### src/rtl/vga_timing.sv
// 1024x768 @ 60 Hz VGA timing generator: pixel/line counters with registered sync, blank and frame-start flags.
// Optional frame counter output enabled by defining VGA_TIMING_FRAME_CNT_EN.
module vga_timing (
  input  logic        clk,
  input  logic        rst,
  output logic [10:0] hcount,
  output logic        hsync,
  output logic        hblnk,
  output logic [10:0] vcount,
  output logic        vsync,
  output logic        vblnk,
  output logic        frame_start
`ifdef VGA_TIMING_FRAME_CNT_EN
  ,
  output logic [15:0] frame_cnt
`endif
);

  localparam logic [10:0] H_TOTAL      = 11'd1344;
  localparam logic [10:0] H_VISIBLE    = 11'd1024;
  localparam logic [10:0] H_SYNC_START = 11'd1048;
  localparam logic [10:0] H_SYNC_END   = 11'd1183;
  localparam logic [10:0] V_TOTAL      = 11'd806;
  localparam logic [10:0] V_VISIBLE    = 11'd768;
  localparam logic [10:0] V_SYNC_START = 11'd771;
  localparam logic [10:0] V_SYNC_END   = 11'd776;

  logic [10:0] hcount_nxt;
  logic [10:0] vcount_nxt;
  logic        hsync_nxt;
  logic        hblnk_nxt;
  logic        vsync_nxt;
  logic        vblnk_nxt;
  logic        frame_start_nxt;

  // Flags are derived from the next counter values so they line up with the count they describe.
  always_comb begin
    hcount_nxt = hcount + 11'd1;
    vcount_nxt = vcount;
    if (hcount >= H_TOTAL - 11'd1) begin
      hcount_nxt = 11'd0;
      if (vcount >= V_TOTAL - 11'd1) begin
        vcount_nxt = 11'd0;
      end else begin
        vcount_nxt = vcount + 11'd1;
      end
    end
    hblnk_nxt       = (hcount_nxt >= H_VISIBLE);
    hsync_nxt       = (hcount_nxt >= H_SYNC_START) && (hcount_nxt <= H_SYNC_END);
    vblnk_nxt       = (vcount_nxt >= V_VISIBLE);
    vsync_nxt       = (vcount_nxt >= V_SYNC_START) && (vcount_nxt <= V_SYNC_END);
    frame_start_nxt = (hcount_nxt == 11'd0) && (vcount_nxt == 11'd0);
  end

  always_ff @(posedge clk) begin
    if (rst) begin
      hcount      <= 11'd0;
      vcount      <= 11'd0;
      hsync       <= 1'b0;
      hblnk       <= 1'b0;
      vsync       <= 1'b0;
      vblnk       <= 1'b0;
      frame_start <= 1'b0;
    end else begin
      hcount      <= hcount_nxt;
      vcount      <= vcount_nxt;
      hsync       <= hsync_nxt;
      hblnk       <= hblnk_nxt;
      vsync       <= vsync_nxt;
      vblnk       <= vblnk_nxt;
      frame_start <= frame_start_nxt;
    end
  end

`ifdef VGA_TIMING_FRAME_CNT_EN
  // Counts completed frames, advancing on the same edge that raises frame_start; wraps naturally at 16 bits.
  always_ff @(posedge clk) begin
    if (rst) begin
      frame_cnt <= 16'd0;
    end else if (frame_start_nxt) begin
      frame_cnt <= frame_cnt + 16'd1;
    end
  end
`endif

endmodule
### config.mk
export PLATFORM = sky130hd
export DESIGN_NAME = vga_timing
export DESIGN_NICKNAME = d
export VERILOG_FILES = /design/src/rtl/vga_timing.sv
export SDC_FILE = /design/constraint.sdc
export NUM_CORES = 1
export LEC_CHECK = 0
export BUFFER_PORTS_ARGS = -buffer_cell sky130_fd_sc_hd__buf_4
export CAP_MARGIN = 20
export CORE_UTILIZATION = 34
export DETAILED_ROUTE_END_ITERATION = 12
export SLEW_MARGIN = 0
export SYNTH_ARGS = -nofsm -noshare
export SYNTH_HDL_FRONTEND = slang
export SYNTH_SLANG_ARGS = --single-unit
### constraint.sdc
create_clock -name clk -period 4.5 [get_ports clk]
set_input_delay 0.225 -clock clk [delete_from_list [all_inputs] [get_ports clk]]
set_output_delay 0.225 -clock clk [all_outputs]
set_load 0.02 [all_outputs]
# == Word level (Yosys, flattened, before mapping) ==
# Cells that the tools add are included.
# classes
bitwise,0
n_mux,3
addsub,2
multipliers,0
reduce_logical,5
n_lt_le_gt_ge,8
shift,0
div_mod_pow,0
n_eq_ne,0
# ops
op,count
$ge A11 B10 Y1 const B,3
$ge A11 B11 Y1 const B,3
$mux W11,3
$add A11 B1 Y11 const B,2
$logic_not A11 Y1,2
$le A11 B10 Y1 const B,1
$le A11 B11 Y1 const B,1
$logic_and A1 B1 Y1,3
# totals
romBits,0
out_inout_bits,27
in_bits,2
latchBits,0
memories,0
mem_bits_rw,0
elab_cells,25
reg_bits,27

# == Logic depth before layout (Yosys ltp) ==
# Gate-level depths: netlist (run 1).
# depth
word_depth,5
depth_mapped,9
depth_no_buf,8

# == Worst setup path before layout (run 1) ==
# OpenSTA, ideal clock, no wires.
# synth_timing
path_type,reg2reg
start,register vcount[1]
end,register vsync
synth_period_minus_slack_ns,2.365
t_arrival_ns,2.265
stages_incl_launch_ff,10
n_path_buf,1
setup_ns,0.100
setup_slack_ns,2.135
required_time_ns,4.400
path_cell_list,dfxtp_1 inv_1 ha_1 o31ai_1 a21oi_1 or2_0 buf_6 a21o_4 or3_4 a2111oi_4
# synth_via
elab_chain_cells,5
word_cells_on_any_way,7
classes_between,add/sub: 1; order compare: 3; mux: 2; reduce/logical: 1
# synth_lines
element,line_no,text
"start, declared",9,"output logic [10:0] vcount,"
"start signal, assigned",66,vcount <= vcount_nxt;
$add A11 B1 Y11 / $ge A11 B10 Y1 (equally long branches),"45, 42",
$mux W11,42,if (vcount >= V_TOTAL - 11'd1) begin
$mux W11 (*),40,if (hcount >= H_TOTAL - 11'd1) begin
$ge A11 B10 Y1 / $le A11 B10 Y1 (equally long branches),51,vsync_nxt = (vcount_nxt >= V_SYNC_START) && (vcount_nxt <= V_SYNC_END);
$logic_and A1 B1 Y1 (*),51,
"end signal, assigned",69,vsync <= vsync_nxt;
"end, declared",10,"output logic vsync,"
# Every way passes the cells marked *; elsewhere a longest branch is shown, timed or not.
# A chain may end at the register's enable or synchronous reset.

# == Worst setup path after layout (run 1) ==
# Ends and elaborated chain as after synthesis.

==> metrics, run 1 <==
biggest cell delay along the critical path 500 ps; width of the chip 71.6 um; Critical Path End Type flip-flop; CP Class flip-flop to flip-flop; routed length per placed instance 14.7 um; Antenna diodes 0; largest driver fanout on the critical path 10; leading area contributor after synthesis sky130_fd_sc_hd__dfxtp_1; final wirelength 4060 um; Fin. Hold Viols 0; reg2reg start vcount[1]$_SDFF_PP0_; Ys Warns 0; Root Buffer sky130_fd_sc_hd__clkbuf_8; Synth cell types 59; routed vias/inst 5.73; peak-usage layer in the global routing report met1; final slew viol count 0; top-count cell post-synth sky130_fd_sc_hd__nor2_1; setup TNS after final layout 0 ps; global-route total usage across every layer 16.4%; Post-CTS Repair Setup Buffers 0; synthesized net count 209; areal power density over the cells 216 mW/mm2; starting density of the core 36.5%; reg2reg path depth 8; detailed-router iteration count before antenna repair 4; core region area 0.00450 mm2; Slew Limit Headroom 62.4%; Final ANT Viol Nets 0; Die Outline Area 0.00512 mm2; post-synthesis to final-layout area growth 15.9%; critical path startpoint category flip-flop; global-route wire length before repair 6710 um; post-detailed-placement half-perimeter wirelength 2990 um; pin count of the biggest net entering global routing 17; post-synthesis async set-or-reset flop share 0%; met1 usage in global routing 24.4%; maximum root-to-sink buffer count 2; CTS-repair resized insts 0; Die Y-Extent 71.6 um; fillers 474; number of clock sinks seen by CTS 27; number of input and output port buffers inserted 28; minimum clock period after layout 2640 ps; IO Count 29; area of the mapped netlist 0.00165 mm2; global routing met2 resource utilization 24.3%; share of layout cells above drive strength 1 19.1%; Setup-failing EPs final 0; num rows 24; proportion of netlist area held by the largest area contributor 32.9%; area of all placed cells without fillers 0.00191 mm2; final core utilization 42.3%; Skew-Pair Late Insertion Delay 270 ps; post-placement cell area 0.00186 mm2; Yosys reg bits 27; Period Utilization, post-route 58.7%; cell depth of the worst hold path 2; global-route track usage on met3 2.39%; Clk pin slew, worst setup/hold paths 100 ps; R2R Setup Slk 1860 ps; residual overflow from global routing 0; TritonCTS clock tree built; vias 1587; placer's final routability congestion estimate 0.998; startpoint of the lowest-slack hold path rst; RSZ-0062 raised after global routing false; maximum vdd ir drop 0.114 mV; via count of the first global-routing pass 1339; count of H-tree levels built during CTS 1; count of flip-flops with a built-in enable after synthesis 0; Hold Path Class input port to flip-flop; Worst Tran Pin Value 560 ps; ys flop type sky130_fd_sc_hd__dfxtp_1; number of antenna violations at the first check in global routing 0; post-route clock skew 8.52 ps; most instantiated cells after synthesis sky130_fd_sc_hd__nor2_1 (29), sky130_fd_sc_hd__dfxtp_1 (27), sky130_fd_sc_hd__nand2_1 (16), sky130_fd_sc_hd__xnor2_1 (9); Worst Hold Path EP hblnk$_SDFF_PP0_; largest cells by area after synthesis sky130_fd_sc_hd__dfxtp_1 (33%), sky130_fd_sc_hd__nor2_1 (6.6%), sky130_fd_sc_hd__xnor2_1 (4.8%); r2r endpoint vsync$_SDFF_PP0_; hold bufs inserted after CTS 0; sequential element share of the synthesized area 32.9%; post-synthesis average cell area 8.07 um2; final-stage net count 231; DR iter-0 viols 234; total of max-cap violations 0; cells after synthesis 204; Critical-path top delay cell sky130_fd_sc_hd__dfxtp_1; cells along the critical path inv_1 > ha_1 > o31ai_1 > a21oi_1 > or2_0 > a21o_4 > or3_4 > a2111oi_4; Arr. time, crit path 2820 ps; result of the run completed; leakage power 0.000705 uW; DRC violation count after routing 0; number of buffers added by the clock tree synthesis step 3; highest clock rate 379 MHz; required time of the worst setup path 4680 ps
-- layout make-up --
cell class	count	area [um2]	share of cell area, %
clock buffer	3	41.3	2.17
clock inverter	1	7.51	0.394
inverter	6	22.5	1.18
multi-input combinational	160	1020	53.5
sequential	27	541	28.3
tap	52	65.1	3.41
timing repair buffer	28	210	11.0
-- metrics by stage --
stage | setup WS, ps | total power, uW | hold WS (ps) | instances
2_1_floorplan | 2140 | 267 | 534 | 204
3_3_place_gp | 1900 | 275 | 484 | 273
3_5_place_dp | 1930 | 275 | 489 | 273
4_1_cts | 1900 | 418 | 187 | 277
5_1_grt | 1710 | 430 | 195 | 277
6_report | 1860 | 413 | 192 | 277
-- layout by cell type, fill, tap and decap left out, drive strengths merged, types with 5 or more instances in the layout --
master | synthesis | layout
a21oi | 7 | 7
and3 | 7 | 7
buf | 7 | 28
dfxtp | 27 | 27
inv | 6 | 6
nand2 | 16 | 16
nand3 | 9 | 9
nand4 | 5 | 5
nor2 | 29 | 29
nor3 | 6 | 6
nor4 | 7 | 7
o21ai | 10 | 10
xnor2 | 9 | 9
-- cells by family after synthesis --
family | count (synthesis) | synth area share, %
xor+xnor | 12 | 6.39
buf+inv | 17 | 5.17
flops | 27 | 32.9
mux | 2 | 1.29
simple gates | 97 | 30.8
compound gates | 46 | 21.2
fa+ha+maj | 3 | 2.28
-- worst max-delay path, delay by kind of cell (launching register included) --
| family | cells | cell delay [ps] |
|---|---|---|
| AOI/OAI and AO/OA | 4 | 970 |
| DFF | 1 | 500 |
| buffers and inverters | 1 | 80 |
| and+or+nand+nor | 2 | 820 |
| adders and majority gates | 1 | 180 |
-- power breakdown --
group | switching [uW] | leakage, uW | internal, uW
Combinational | 13.5 | 0.000465 | 9.80
Clock | 80.4 | 0.0000217 | 62.8
Sequential | 4.37 | 0.000218 | 242
-- sequential cells by signal (all words and copies together), names as in the netlist --
register,flops
vcount,11
hblnk,1
vsync,1
vblnk,1
hcount,11
frame_start,1
hsync,1
-- worst max path at each step --
stage	end	slack [ps]	cells after the start	startpoint
floorplan	vsync$_SDFF_PP0_	2140	9	vcount[1]$_SDFF_PP0_
global placement	vsync$_SDFF_PP0_	1900	8	vcount[1]$_SDFF_PP0_
detailed placement	vsync$_SDFF_PP0_	1930	8	vcount[1]$_SDFF_PP0_
CTS	vsync$_SDFF_PP0_	1900	8	vcount[1]$_SDFF_PP0_
global route	vsync$_SDFF_PP0_	1710	8	vcount[1]$_SDFF_PP0_
finish	vsync$_SDFF_PP0_	1860	8	vcount[1]$_SDFF_PP0_
-- routing by layer --
| metal | up-vias | routed length [um] | part of all wire, % |
|---|---|---|---|
| met5 | - | 0 | 0 |
| met4 | 0 | 60 | 1.5 |
| met3 | 4 | 183 | 4.5 |
| met2 | 51 | 1780 | 44 |
| met1 | 742 | 2030 | 50 |
| li1 | 790 | - | - |
No activity file was read; power rests on OpenSTA's default activity.
==> run 2, diff against run 1 <==
- ABC_AREA: not set -> 1
- clock period: 4.5 -> 2.4 ns (I/O delays scaled with it)
==> run 2 against run 1 <==
Effect of this change:
- wire length increased by 7.3%
- core utilization is 0.19 points lower
- sequential share of layout area fell by 1.5 points
- non-clock buffer count did not move
- clock power up 94%
- power increased by 89%
- setup slack worse by 1600 ps
- flip-flop and latch count is the same
- register-to-register slack worse by 1600 ps
==> metrics, run 2 <==
number of input and output port buffers inserted 28 (unchanged); number of clock sinks seen by CTS 27 (unchanged); top-count cell post-synth sky130_fd_sc_hd__nand2_1 (was sky130_fd_sc_hd__nor2_1); reg2reg path depth 11 (was 8); final-stage net count 323 (was 231); IO Count 29 (unchanged); DR iter-0 viols 128 (was 234); final wirelength 4360 um (was 4060 um); commonest non-fill, non-tap cells in the layout sky130_fd_sc_hd__nand2_1 (88), sky130_fd_sc_hd__nor2_1 (52), sky130_fd_sc_hd__inv_1 (44) (was sky130_fd_sc_hd__nor2_1 (29), sky130_fd_sc_hd__buf_4 (28), sky130_fd_sc_hd__dfxtp_1 (27)); Regs by FF count hcount: 11 flops, vcount: 11 flops (unchanged); minimum clock period after layout 2140 ps (was 2640 ps); Final ANT Viol Nets 0 (unchanged); Root Buffer sky130_fd_sc_hd__clkbuf_8 (unchanged); ys flop type sky130_fd_sc_hd__dfxtp_1 (unchanged); Skew-Pair Late Insertion Delay 280 ps (was 270 ps); required time of the worst setup path 2620 ps (was 4680 ps); start point of the critical path hcount[0]$_SDFF_PP0_ (was vcount[1]$_SDFF_PP0_); maximum root-to-sink buffer count 2 (unchanged); num rows 25 (was 24); largest driver fanout on the critical path 41 (was 10); Worst Tran Pin Value 449 ps (was 560 ps); final core utilization 42.1% (was 42.3%); share of layout cells above drive strength 1 12.6% (was 19.1%); startpoint of the lowest-slack hold path rst (unchanged); Die Y-Extent 73.0 um (was 71.6 um); leading area contributor after synthesis sky130_fd_sc_hd__dfxtp_1 (unchanged); count of H-tree levels built during CTS 1 (unchanged); setup TNS after final layout 0 ps (unchanged); sequential element share of the synthesized area 31.6% (was 32.9%); post-synthesis average cell area 5.89 um2 (was 8.07 um2); R2R Setup Slk 260 ps (was 1860 ps); Fin. Hold Viols 0 (unchanged); Post-CTS Repair Setup Buffers 0 (unchanged); Hold Path Class input port to flip-flop (unchanged); r2r endpoint frame_start$_SDFF_PP0_ (was vsync$_SDFF_PP0_); pin count of the biggest net entering global routing 42 (was 17); highest clock rate 468 MHz (was 379 MHz); Worst Hold Path EP vcount[4]$_SDFF_PP0_ (was hblnk$_SDFF_PP0_); final slew viol count 0 (unchanged); most instantiated cells after synthesis sky130_fd_sc_hd__nand2_1 (88), sky130_fd_sc_hd__nor2_1 (52), sky130_fd_sc_hd__inv_1 (44), sky130_fd_sc_hd__dfxtp_1 (27), sky130_fd_sc_hd__nand3_1 (25) (was sky130_fd_sc_hd__nor2_1 (29), sky130_fd_sc_hd__dfxtp_1 (27), sky130_fd_sc_hd__nand2_1 (16), sky130_fd_sc_hd__xnor2_1 (9)); via count of the first global-routing pass 1554 (was 1339); largest cells by area after synthesis sky130_fd_sc_hd__dfxtp_1 (32%), sky130_fd_sc_hd__nand2_1 (19%), sky130_fd_sc_hd__nor2_1 (11%) (was sky130_fd_sc_hd__dfxtp_1 (33%), sky130_fd_sc_hd__nor2_1 (6.6%), sky130_fd_sc_hd__xnor2_1 (4.8%)); hold bufs inserted after CTS 0 (unchanged); RSZ-0062 raised after global routing false (unchanged); Slew Limit Headroom 70.1% (was 62.4%); cells after synthesis 291 (was 204); most common cell after layout, fill and taps aside sky130_fd_sc_hd__nand2_1 (was sky130_fd_sc_hd__nor2_1); core region area 0.00479 mm2 (was 0.00450 mm2); residual overflow from global routing 0 (unchanged); synthesized net count 296 (was 209); CP Class flip-flop to flip-flop (unchanged); maximum vdd ir drop 0.242 mV (was 0.114 mV); post-route clock skew 6.71 ps (was 8.52 ps); post-placement cell area 0.00197 mm2 (was 0.00186 mm2); post-synthesis async set-or-reset flop share 0% (unchanged); number of antenna violations at the first check in global routing 0 (unchanged); areal power density over the cells 386 mW/mm2 (was 216 mW/mm2); width of the chip 73.0 um (was 71.6 um); vias 1800 (was 1587); Antenna diodes 0 (unchanged); TritonCTS clock tree built (unchanged); Die Outline Area 0.00533 mm2 (was 0.00512 mm2); detailed-router iteration count before antenna repair 4 (unchanged); global-route total usage across every layer 17.5% (was 16.4%); area of all placed cells without fillers 0.00202 mm2 (was 0.00191 mm2); critical path startpoint category flip-flop (unchanged); DRC violation count after routing 0 (unchanged); Yosys reg bits 27 (unchanged); placer's final routability congestion estimate 0.878 (was 0.998); CTS-repair resized insts 0 (unchanged); count of flip-flops with a built-in enable after synthesis 0 (unchanged); Synth cell types 26 (was 59); starting density of the core 35.8% (was 36.5%); total of max-cap violations 0 (unchanged); Critical Path End Type flip-flop (unchanged); global-route wire length before repair 7190 um (was 6710 um); post-synthesis to final-layout area growth 17.7% (was 15.9%); post-detailed-placement half-perimeter wirelength 3290 um (was 2990 um); routed vias/inst 4.69 (was 5.73); reg2reg start hcount[0]$_SDFF_PP0_ (was vcount[1]$_SDFF_PP0_); Setup-failing EPs final 0 (unchanged); area of the mapped netlist 0.00171 mm2 (was 0.00165 mm2); routed length per placed instance 11.3 um (was 14.7 um); cell depth of the worst hold path 2 (unchanged); Period Utilization, post-route 89.0% (was 58.7%); proportion of netlist area held by the largest area contributor 31.6% (was 32.9%); Arr. time, crit path 2360 ps (was 2820 ps); leakage power 0.00102 uW (was 0.000705 uW); Clk pin slew, worst setup/hold paths 100 ps (about the same); number of buffers added by the clock tree synthesis step 3 (unchanged); Ys Warns 0 (unchanged); result of the run completed (unchanged)
-- run 2: logic make-up (layout without fill, tap and decap cells) --
group | Yosys count | count (layout) | synth area share (%)
AOI/OAI and AO/OA | 20 | 20 | 6.43
adders and majority gates | 3 | 3 | 2.19
DFF | 27 | 27 | 31.6
buffers and inverters | 52 | 78 | 12.3
and+or+nand+nor | 187 | 187 | 46.5
xor gates and xnor gates | 2 | 2 | 1.02
-- run 2: worst max-delay path, stage by stage (launching register included) --
cell and delay, ps:
sky130_fd_sc_hd__dfxtp_1 410, sky130_fd_sc_hd__ha_1 250, sky130_fd_sc_hd__nand3_1 110, sky130_fd_sc_hd__inv_1 100
sky130_fd_sc_hd__nand3_2 110, sky130_fd_sc_hd__nand3_4 330, sky130_fd_sc_hd__inv_1 190, sky130_fd_sc_hd__nand3_1 170
sky130_fd_sc_hd__nand2_1 70, sky130_fd_sc_hd__nor2_1 140, sky130_fd_sc_hd__nand3_1 90, sky130_fd_sc_hd__nor2_1 90
-- run 2: area by class of cell --
class	instances	area, um2
Fill cell	535	2770
Multi-Input combinational cell	212	961
Sequential cell	27	541
Timing Repair Buffer	28	210
Inverter	46	173
Tap cell	67	83.8
Clock buffer	3	41.3
Clock inverter	1	7.51
-- run 2: worst max path at each step --
stage                        endpoint  slack, ps  cells after the start
3_3_place_gp   frame_start$_SDFF_PP0_        310                     11
4_1_cts              vsync$_SDFF_PP0_        270                     12
2_1_floorplan  frame_start$_SDFF_PP0_        550                     14
6_report       frame_start$_SDFF_PP0_        260                     11
3_5_place_dp         vsync$_SDFF_PP0_        280                     12
5_1_grt              vsync$_SDFF_PP0_         30                     11
-- run 2: metrics by stage --
stage	instances	power (uW)	hold WS (ps)	setup slack [ps]
after global placement	380	511	471	305
after global routing	384	813	193	32.5
after floorplan	291	495	212	553
after CTS	384	787	177	269
final	384	778	180	265
after detailed placement	380	510	473	285
-- run 2: where the power goes --
| part | switching (uW) | internal [uW] | total, uW |
|---|---|---|---|
| registers | 5.39 | 453 | 459 |
| logic | 25.3 | 15.8 | 41.1 |
| clock network | 160 | 118 | 278 |
| total | 191 | 587 | 778 |
-- run 2: metal layers --
layer | share of wire (%) | up-vias | GRT usage [%] | wire length, um
li1 | - | 953 | - | -
met1 | 47 | 789 | 22.8 | 2040
met2 | 47 | 56 | 28.7 | 2040
met3 | 5.8 | 2 | 3.87 | 254
met4 | 0.53 | 0 | 5.23 | 23
met5 | 0 | - | 0 | 0
